File: src/rtl/csr_regfile.sv
// csr_regfile: machine-mode CSR storage (mcause, mstatus, mepc, mtvec).
// One combinational read port, one registered software write port, and a
// hardware trap/mret port that updates several CSRs on the same edge.
//
// Request semantics: there is no valid/ready handshake. Every request
// (csrf_wen, trap_vld, mret_vld) is a single-cycle strobe that is always
// accepted on the rising edge where it is high. Priority is
// trap_vld > mret_vld > software write. A software write that loses to a
// higher-priority update is dropped, and wr_conflict pulses on that edge.
module csr_regfile #(
  parameter int ADDR_WIDTH = 2,
  parameter int DATA_WIDTH = 64
) (
  input  logic                  clk,
  input  logic                  rst,
  input  logic [ADDR_WIDTH-1:0] csrf_raddr,
  output logic [DATA_WIDTH-1:0] csrf_rdata,
  input  logic [ADDR_WIDTH-1:0] csrf_waddr,
  input  logic [DATA_WIDTH-1:0] csrf_wdata,
  input  logic                  csrf_wen,
  input  logic                  trap_vld,
  input  logic [63:0]           trap_pc,
  input  logic [63:0]           trap_cause,
  input  logic                  mret_vld,
  output logic [63:0]           mtvec_o,
  output logic [63:0]           mepc_o,
  output logic                  mie_o,
  output logic                  wr_conflict
);

  // Compact CSR indices
  localparam logic [1:0] IDX_MCAUSE  = 2'd0;
  localparam logic [1:0] IDX_MSTATUS = 2'd1;
  localparam logic [1:0] IDX_MEPC    = 2'd2;
  localparam logic [1:0] IDX_MTVEC   = 2'd3;

  // mstatus fixed fields: SXL = 2'b10, UXL = 2'b10, MPP = 2'b11
  localparam logic [63:0] MSTATUS_FIXED = 64'h0000_000a_0000_1800;

  // Architectural state; the low two bits of mepc/mtvec are hardwired to 0
  logic [63:0] mcause_q, mcause_d;
  logic [63:2] mepc_q, mepc_d;
  logic [63:2] mtvec_q, mtvec_d;
  logic        mie_q, mie_d;
  logic        mpie_q, mpie_d;
  logic        conflict_d;

  // Decoded software write request
  logic        w_in_range;
  logic        r_in_range;
  logic [1:0]  w_idx;
  logic [1:0]  r_idx;
  logic        sw_req;
  logic        sw_drop;
  logic        sw_do;
  logic [63:0] mstatus_val;

  // trap_pc[1:0] is discarded when forming mepc
  logic unused_trap_pc_lo;
  assign unused_trap_pc_lo = ^trap_pc[1:0];

  // Indices at or above 4 are unmapped: reads give 0, writes vanish silently
  assign w_in_range = (csrf_waddr >> 2) == '0;
  assign r_in_range = (csrf_raddr >> 2) == '0;
  assign w_idx      = csrf_waddr[1:0];
  assign r_idx      = csrf_raddr[1:0];

  assign sw_req  = csrf_wen && w_in_range;
  assign sw_drop = sw_req && (trap_vld || (mret_vld && (w_idx == IDX_MSTATUS)));
  assign sw_do   = sw_req && !sw_drop;

  assign mstatus_val = MSTATUS_FIXED
                     | (64'(mie_q)  << 3)
                     | (64'(mpie_q) << 7);

  // Combinational read of current state; intentionally no write bypass
  always_comb begin
    csrf_rdata = '0;
    if (r_in_range) begin
      case (r_idx)
        IDX_MCAUSE:  csrf_rdata = mcause_q;
        IDX_MSTATUS: csrf_rdata = mstatus_val;
        IDX_MEPC:    csrf_rdata = {mepc_q, 2'b00};
        IDX_MTVEC:   csrf_rdata = {mtvec_q, 2'b00};
        default:     csrf_rdata = '0;
      endcase
    end
  end

  // Next-state: trap beats mret beats software write, with legalization
  always_comb begin
    mcause_d   = mcause_q;
    mepc_d     = mepc_q;
    mtvec_d    = mtvec_q;
    mie_d      = mie_q;
    mpie_d     = mpie_q;
    conflict_d = sw_drop;
    if (trap_vld) begin
      mepc_d   = trap_pc[63:2];
      mcause_d = trap_cause;
      mpie_d   = mie_q;
      mie_d    = 1'b0;
    end else begin
      if (mret_vld) begin
        mie_d  = mpie_q;
        mpie_d = 1'b1;
      end
      // A write to mstatus during mret is already dropped, so no overlap here
      if (sw_do) begin
        case (w_idx)
          IDX_MCAUSE:  mcause_d = csrf_wdata;
          IDX_MSTATUS: begin
            mie_d  = csrf_wdata[3];
            mpie_d = csrf_wdata[7];
          end
          IDX_MEPC:    mepc_d  = csrf_wdata[63:2];
          IDX_MTVEC:   mtvec_d = csrf_wdata[63:2];
          default:     ;
        endcase
      end
    end
  end

  // State register with asynchronous active-high reset
  always_ff @(posedge clk or posedge rst) begin
    if (rst) begin
      mcause_q    <= '0;
      mepc_q      <= '0;
      mtvec_q     <= '0;
      mie_q       <= 1'b0;
      mpie_q      <= 1'b0;
      wr_conflict <= 1'b0;
    end else begin
      mcause_q    <= mcause_d;
      mepc_q      <= mepc_d;
      mtvec_q     <= mtvec_d;
      mie_q       <= mie_d;
      mpie_q      <= mpie_d;
      wr_conflict <= conflict_d;
    end
  end

  assign mtvec_o = {mtvec_q, 2'b00};
  assign mepc_o  = {mepc_q, 2'b00};
  assign mie_o   = mie_q;

endmodule

File: config.mk
export PLATFORM = sky130hd
export DESIGN_NAME = csr_regfile
export DESIGN_NICKNAME = d
export VERILOG_FILES = /design/src/rtl/csr_regfile.sv
export SDC_FILE = /design/constraint.sdc
export NUM_CORES = 1
export LEC_CHECK = 0
export ABC_CLOCK_PERIOD_IN_PS = 5200
export BUFFER_PORTS_ARGS = -buffer_cell sky130_fd_sc_hd__buf_2
export CAP_MARGIN = 40
export CORE_AREA = 2 2 155 157
export DETAILED_ROUTE_END_ITERATION = 6
export DIE_AREA = 0 0 157 159
export MAX_ROUTING_LAYER = met4
export PLACE_DENSITY_LB_ADDON = 0.1
export SLEW_MARGIN = 25
export SYNTH_ARGS = -nofsm -noshare
export SYNTH_HDL_FRONTEND = slang
export SYNTH_SLANG_ARGS = --single-unit
File: constraint.sdc
create_clock -name clk -period 5.2 [get_ports clk]
set_input_delay 0.26 -clock clk [delete_from_list [all_inputs] [get_ports clk]]
set_output_delay 0.26 -clock clk [all_outputs]
set_load 0.01 [all_outputs]
### Word level (Yosys, flattened, before mapping)

Index checks and enable logic that the tools add are counted.

| word-level totals | value |
|---|---|
| flip-flop bits (word level) | 191 |
| bits of input ports | 201 |
| output and inout bits | 194 |
| logic and storage cells | 42 |

| operators by class | value |
|---|---|
| equality and inequality tests | 6 |
| mux-type cells | 15 |
| bitwise gates (word level) | 2 |
| reduce and logical (&&, ||, !) cells | 13 |

Operator list:

| cell | count |
|---|---|
| case mux 64 bit (4 select lines) | 1 |
| 2-to-1 mux 64 bit | 3 |
| 2-to-1 mux 62 bit | 3 |
| bitwise OR 36 x 8 -> 36 bit | 1 |
| == test 2 bit, second input constant | 4 |
| 2-to-1 mux 1 bit | 8 |
| nonzero test 2 bit | 3 |
| == test 2 x 1 -> 1 bit, second input constant | 2 |
| logical NOT 2 bit | 2 |
| AND reduction 2 bit | 2 |
| logical AND 1 bit | 3 |
| AND reduction 3 bit | 1 |
| logical NOT 1 bit | 1 |
| logical OR 1 bit | 1 |
| NOT 1 bit | 1 |

### Depth between registers and ports, before layout

Gate-level depths: netlist of the first run.

| depth | value |
|---|---|
| word-level depth | 8 |
| mapped depth | 6 |
| mapped depth without buffers | 3 |

### Worst setup path after synthesis of the first run

No wires, ideal clock.

| timing path | value |
|---|---|
| kind | input -> output |
| from | input port csrf_raddr[0] |
| to | output port csrf_rdata[55] |
| arrival time | 1.240 ns |
| required time | 4.940 ns |
| slack | 3.700 ns |
| stages | 4 |
| buffers on the path | 2 |
| cells stage by stage | buf_2 > buf_2 > mux2_2 > a22o_1 |

| on the way | value |
|---|---|
| longest elaborated chain between the ends | 2 |
| elaborated cells between the ends (all ways) | 5 |
| classes of those cells | 3 x eq/ne; 1 x mux; 1 x reduce/logical |

RTL lines:

| what | line | RTL |
|---|---|---|
| from (decl) | 16 | `input logic [ADDR_WIDTH-1:0] csrf_raddr,` |
| == test 2 bit, or another cell as far along | 80 | `case (r_idx)` |
| case mux 64 bit (4 select lines) (*) | 80 |  |
| to (decl) | 17 | `output logic [DATA_WIDTH-1:0] csrf_rdata,` |

Every way passes the cells marked *; elsewhere a longest branch is shown, timed or not.

### Worst setup path after layout of the first run

| timing path | value |
|---|---|
| from | input port csrf_raddr[0] |
| to | output port csrf_rdata[59] |

The elaborated chain is that of the path after synthesis.

==> results of run 1 <==
## flip-flops by register name, summed over array words and instances, names as in the netlist
register	count
wr_conflict	1
mepc_q	62
mie_o	1
mcause_q	64
mtvec_q	62
mpie_q	1
## routing by layer
layer	GRT usage [%]	vias to the layer above	share of wire (%)
met3	5.090	31	6.2
met2	41.43	289	50
met1	31.70	3908	43
met4	6.714	0	1.6
met5	-	-	0
li1	-	3518	-
## per-stage QoR
step / cell area (sq um) / instances / worst slack [ps] / hold WS (ps)
finish: 12300 / 1437 / 2812 / 79.88
detailed placement: 11660 / 1398 / 2398 / 462.6
floorplan: 9489 / 744 / 2478 / 404.9
global placement: 11660 / 1398 / 2444 / 466.1
global route: 12300 / 1437 / 2741 / 67.63
CTS: 12250 / 1431 / 2813 / 67.20
## power by group through the flow
stage | clock network, W | logic (W) | registers, W
after floorplan | 0 | 0.000524 | 0.00192
after global placement | 0 | 0.00103 | 0.00187
after detailed placement | 0 | 0.00104 | 0.00187
after CTS | 0.00134 | 0.00104 | 0.00185
after global routing | 0.00141 | 0.00112 | 0.00188
final | 0.00131 | 0.00103 | 0.00185
## what timing repair did
| action | 4_1_cts | 5_1_grt |
|---|---|---|
| endpoints found under the setup margin | 0 | 0 |
| endpoints found under the hold margin | 1 | 0 |
| gates resized for setup | 0 | 0 |
| hold buffers | 1 | 0 |
## kinds of logic after synthesis
logic type,count (synthesis)
buffers and inverters,73
AND/OR/NAND/NOR,139
AO/OA/AOI/OAI,161
multiplexers,176
flip-flops,191
other,1
## final timing paths
check	endpoint	slack, ps
worst max-delay path	csrf_rdata[59]	2810
worst max register to register	mepc_q[46]$_DFFE_PP0P_	4350
max in group asynchronous	mtvec_q[9]$_DFFE_PP0P_	3550
worst min register to register	mcause_q[35]$_DFFE_PP0P_	510
worst min-delay path	mepc_q[19]$_DFFE_PP0P_	80
min in group asynchronous	mepc_q[2]$_DFFE_PP0P_	520
## layout by cell type, fill, tap and decap left out, types with 2 or more instances in the layout
cell,n
a21oi_1,4
a221o_1,96
a22o_1,56
and2_1,98
buf_12,2
buf_2,386
buf_4,17
clkbuf_1,2
clkbuf_16,17
clkinv_4,2
clkinvlp_4,5
conb_1,4
dfrtp_1,191
diode_2,4
inv_1,3
inv_6,3
inv_8,2
mux2_2,168
mux2i_1,6
mux4_2,2
nand2_1,20
nand2b_1,7
nor2_1,3
nor3_1,4
## cell type report
class,count,share of cell area [%]
tap,319,3.244
timing repair buffer,407,17.37
multi-input combinational,480,35.65
clock inverter,12,1.027
sequential,191,38.84
clock buffer,20,3.630
antenna,4,0.08135
inverter,4,0.1525
## critical path: cells and delay by family
family	cells	cell delay [ps]
buffers and inverters	3	1180
AO/OA/AOI/OAI	1	240
multiplexers	1	400
==> out/metrics.yaml, run 1 <==
cp.required_ps: 4940
combPwrFrac_pct: 24.6
initial_core_util_pct: 40.85
cts.path.max_buffers: 2
cp_cell_sequence: "buf_4 -> buf_4 -> mux2_2 -> a22o_1 -> buf_2"
r2r_start: "mepc_q[46]$_DFFE_PP0P_"
critical_path.max_stage_delay_ps: 570
drt_pass1_iterations: 4
synth_edf_count: 0
rsz0062_at_grt: "no"
drc: 0
place.port_buffers: 388
total_power_w: 0.004194
synthFlopType: "dfrtp_1"
switchingPower_w: 0.001277
nets: 1302
synth_top_family_by_area: "multiplexers"
vias: 7746
cts_setup_buffers: 0
drt-vias-per-instance: 5.390
powerDensity_nw_per_um2: 340.8
synth-simple-area-share_pct: 8.624
path_clk_slew_ps: 80
synth_xor_area_share_pct: 0
worst_ep_arrival_time_ps: 2130
period_needed_ps: 2388
outcome: "finished, final reports clean"
synth_top_area_share_pct: 50.45
setup_viol: 0
cts-htree-levels: 4
postSynthCellCount: 741
numCtsBuffers: 17
p_leak_nw: 6.007
root_buffer: "clkbuf_16"
relSlewSlack_pct: 50.38
netlist_area_sq_um: 9474
clkPwrFrac_pct: 31.3
grt_first_pass_wirelength_um: 46620
min_path_type: "input port to flip-flop"
finalWeightedCongestion: 0.7842
p_seq_share_pct: 44.1
antenna_found_initial: 4
yosysUniqueCellTypes: 29
slowest_stage: "buf_4"
die_area_sq_um: 24960
cp_common_cell: "buf_4"
clk_latency_ps: 410
synth-seq-cells: 191
irDropWorstVdd_v: 0.0002110
synth-async-reset-ratio_pct: 100.0
syn_area_per_cell_sq_um: 12.79
drive_gt1_share_pct: 55.03
die_x_um: 157
multi_input_area_sq_um: 4387
hold_depth: 2
endpoint_kind: "primary output"
ff_latch_area_sq_um: 4780
synth_most_common_cell: "dfrtp_1"
worstMarginPinSlew_ps: 743.5
ys_warn_count: 0
swShare_pct: 30.44
netlist_top_cells_count: "191 x dfrtp_1, 168 x mux2_2, 98 x and2_1"
synth_top_area_cell: "dfrtp_1"
drt_iter0_drc: 397
min_from: "csrf_wdata[19]"
p_int_w: 0.002917
routed_wl_um: 31050
synth_compound_area_share_pct: 16.15
grt_pass1_vias: 7847
maxCapViolCount: 0
ys_seq_area_share_pct: 50.45
die_height_um: 159
slew_viol_final: 0
fin_crit_sh_pct: 45.92
synthMuxAreaShare_pct: 21.08
ant_nets: 0
coreArea_sq_um: 23190
placementRows: 56
grt_max_degree: 98
clock-sinks: 191
grt_usage_pct: 25.20
finalClockSkew_ps: 0.03653
worstPathMaxFanout: 36
synth_fa_ha_area_share_pct: 0
areaGrowthSynthToFinish_pct: 29.87
overflow: 0
path_class: "input port to primary output"
reg2reg_depth: 1
fmax_mhz: 418.8
wl_per_cell_um: 21.61
final_core_util_pct: 53.05
synth_area_leaders: "dfrtp_1 50%, mux2_2 20%, a221o_1 10%"
tns_ps: 0
dp_hpwl_um: 20390
cp-start-kind: "input port"
cts_tree: "done"
num-fill-cells: 2125
finalHoldViolCount: 0
io_pins: 395
startpoint: "csrf_raddr[0]"
Note: power is estimated with default switching activity, not from simulation.
==> run 2, diff against run 1 <==
Settings changed: ABC_CLOCK_PERIOD_IN_PS 5200 to 2000.
Clock period 5.2 ns to 2 ns, I/O delays scaled along.
==> out/metrics.yaml, run 2 (synthesis gave the netlist of run 1 again) <==
outcome: "finished, final reports clean"
fin_crit_sh_pct: 80.36
nets: 1472
cp.required_ps: 2360
drt-vias-per-instance: 5.244
finalHoldViolCount: 0
grt_usage_pct: 27.02
path_class: "input port to flip-flop"
ctsResizeCount: 0
worst_slack_ps: 392.9
clock-sinks: 191
worstMarginPinSlew_ps: 697.2
antenna_found_initial: 3
slowest_stage: "dlygate4sd3_1"
pre_cts_ws_ps: 478.0
hold_slack_ps: 14.91
drt_pass1_iterations: 5
numCtsBuffers: 17
top_register: "mcause_q"
root_buffer: "clkbuf_16"
slew_viol_final: 0
drive_gt1_share_pct: 48.75
final_common_cell: "buf_2"
min_path_type: "input port to flip-flop"
maxCapViolCount: 0
total_power_w: 0.01152
vias: 8411
cp_cell_sequence: "buf_4 -> nand2b_1 -> nor3b_4 -> buf_4 -> a221o_1 -> dlygate4sd3_1"
routed_wl_um: 32720
worstPathMaxFanout: 27
drc: 0
initial_core_util_pct: 40.85
setup_viol: 0
io_pins: 395
die_x_um: 157
irDropWorstVdd_v: 0.0005080
placementRows: 56
rsz0062_at_grt: "no"
grt_first_pass_wirelength_um: 50510
areaGrowthSynthToFinish_pct: 49.50
cts-htree-levels: 4
ant_nets: 0
cp_common_cell: "buf_4"
drt_iter0_drc: 451
grt_pass1_vias: 8916
coreArea_sq_um: 23190
final_cell_area_sq_um: 14160
place.port_buffers: 388
cts.path.max_buffers: 2
reg2reg_slack_ps: 600
cp-start-kind: "input port"
wl_per_cell_um: 20.40
powerDensity_nw_per_um2: 813.2
period_needed_ps: 1607
layout_common_cells: "386 x buf_2, 191 x dfrtp_1, 168 x mux2_2"
dpl-instance-area_sq_um: 11960
grt_max_degree: 67
cts_tree: "done"
path_clk_slew_ps: 70
fmax_mhz: 622.2
largestRegisters: "mcause_q: 64 flops, mepc_q: 62 flops, mtvec_q: 62 flops"
cts_setup_buffers: 0
finalClockSkew_ps: 0.01574
critical_path.max_stage_delay_ps: 550
die_height_um: 159
finalWeightedCongestion: 0.7982
worst_ep_arrival_time_ps: 1970
dp_hpwl_um: 21190
p_leak_nw: 6.839
clk_latency_ps: 420
largest_register_ffs: 64
relSlewSlack_pct: 53.42
endpoint_kind: "flip-flop"
die_area_sq_um: 24960
overflow: 0
num-fill-cells: 1938
## run 2: worst paths after layout
path | from | endpoint | cells after the start
min in group asynchronous | rst | mtvec_q[55]$_DFFE_PP0P_ | 3
max | trap_vld | mepc_q[20]$_DFFE_PP0P_ | 6
max reg2reg | mepc_q[61]$_DFFE_PP0P_ | mepc_q[61]$_DFFE_PP0P_ | 2
min reg2reg | mcause_q[1]$_DFFE_PP0P_ | mcause_q[1]$_DFFE_PP0P_ | 1
min | trap_cause[44] | mcause_q[44]$_DFFE_PP0P_ | 3
max in group asynchronous | rst | mcause_q[9]$_DFFE_PP0P_ | 4
## run 2: cell type report
class,instances,area (sq um),area share (%)
diodes,3,7.507,0.05300
clock buffers,18,429.2,3.030
clock inverters,12,181.4,1.281
inverters,4,18.77,0.1325
multi-input cells,480,4387,30.97
flip-flops and latches,191,4780,33.75
well taps,319,399.1,2.818
repair buffers,577,3961,27.97
## run 2: timing repair
action	in CTS	in global routing
hold buffers	157	1
setup endpoints to repair	0	0
endpoints found under the hold margin	176	1
## run 2: report_power, final
part           total [W]  internal, W  switching, W
Combinational    0.00306      0.00168       0.00138
Sequential       0.00481      0.00442      0.000394
Clock            0.00364      0.00210       0.00154
Total             0.0115      0.00820       0.00332
## run 2: per-stage QoR
stage / setup TNS [ps] / utilization, % / std cells
after global placement: 0 / 51.59 / 1413
after detailed placement: 0 / 51.59 / 1413
after floorplan: -107430 / - / 744
after global routing: 0 / 61.07 / 1604
final: 0 / 61.07 / 1604
after CTS: 0 / 60.99 / 1600
## run 2: critical path, delay by kind of cell
family / cells / cell delay, ps
AO/OA/AOI/OAI: 1 / 220
buffers and inverters: 3 / 1130
AND/OR/NAND/NOR: 2 / 480
## run 2: layer usage
metal	part of all wire, %	GRT usage [%]	vias up	routed length [um]
met3	6.7	6.206	48	2190
met1	41	32.05	4159	13470
met2	50	45.65	336	16390
li1	-	-	3868	-
met5	0	-	-	0
met4	2.0	8.048	0	667
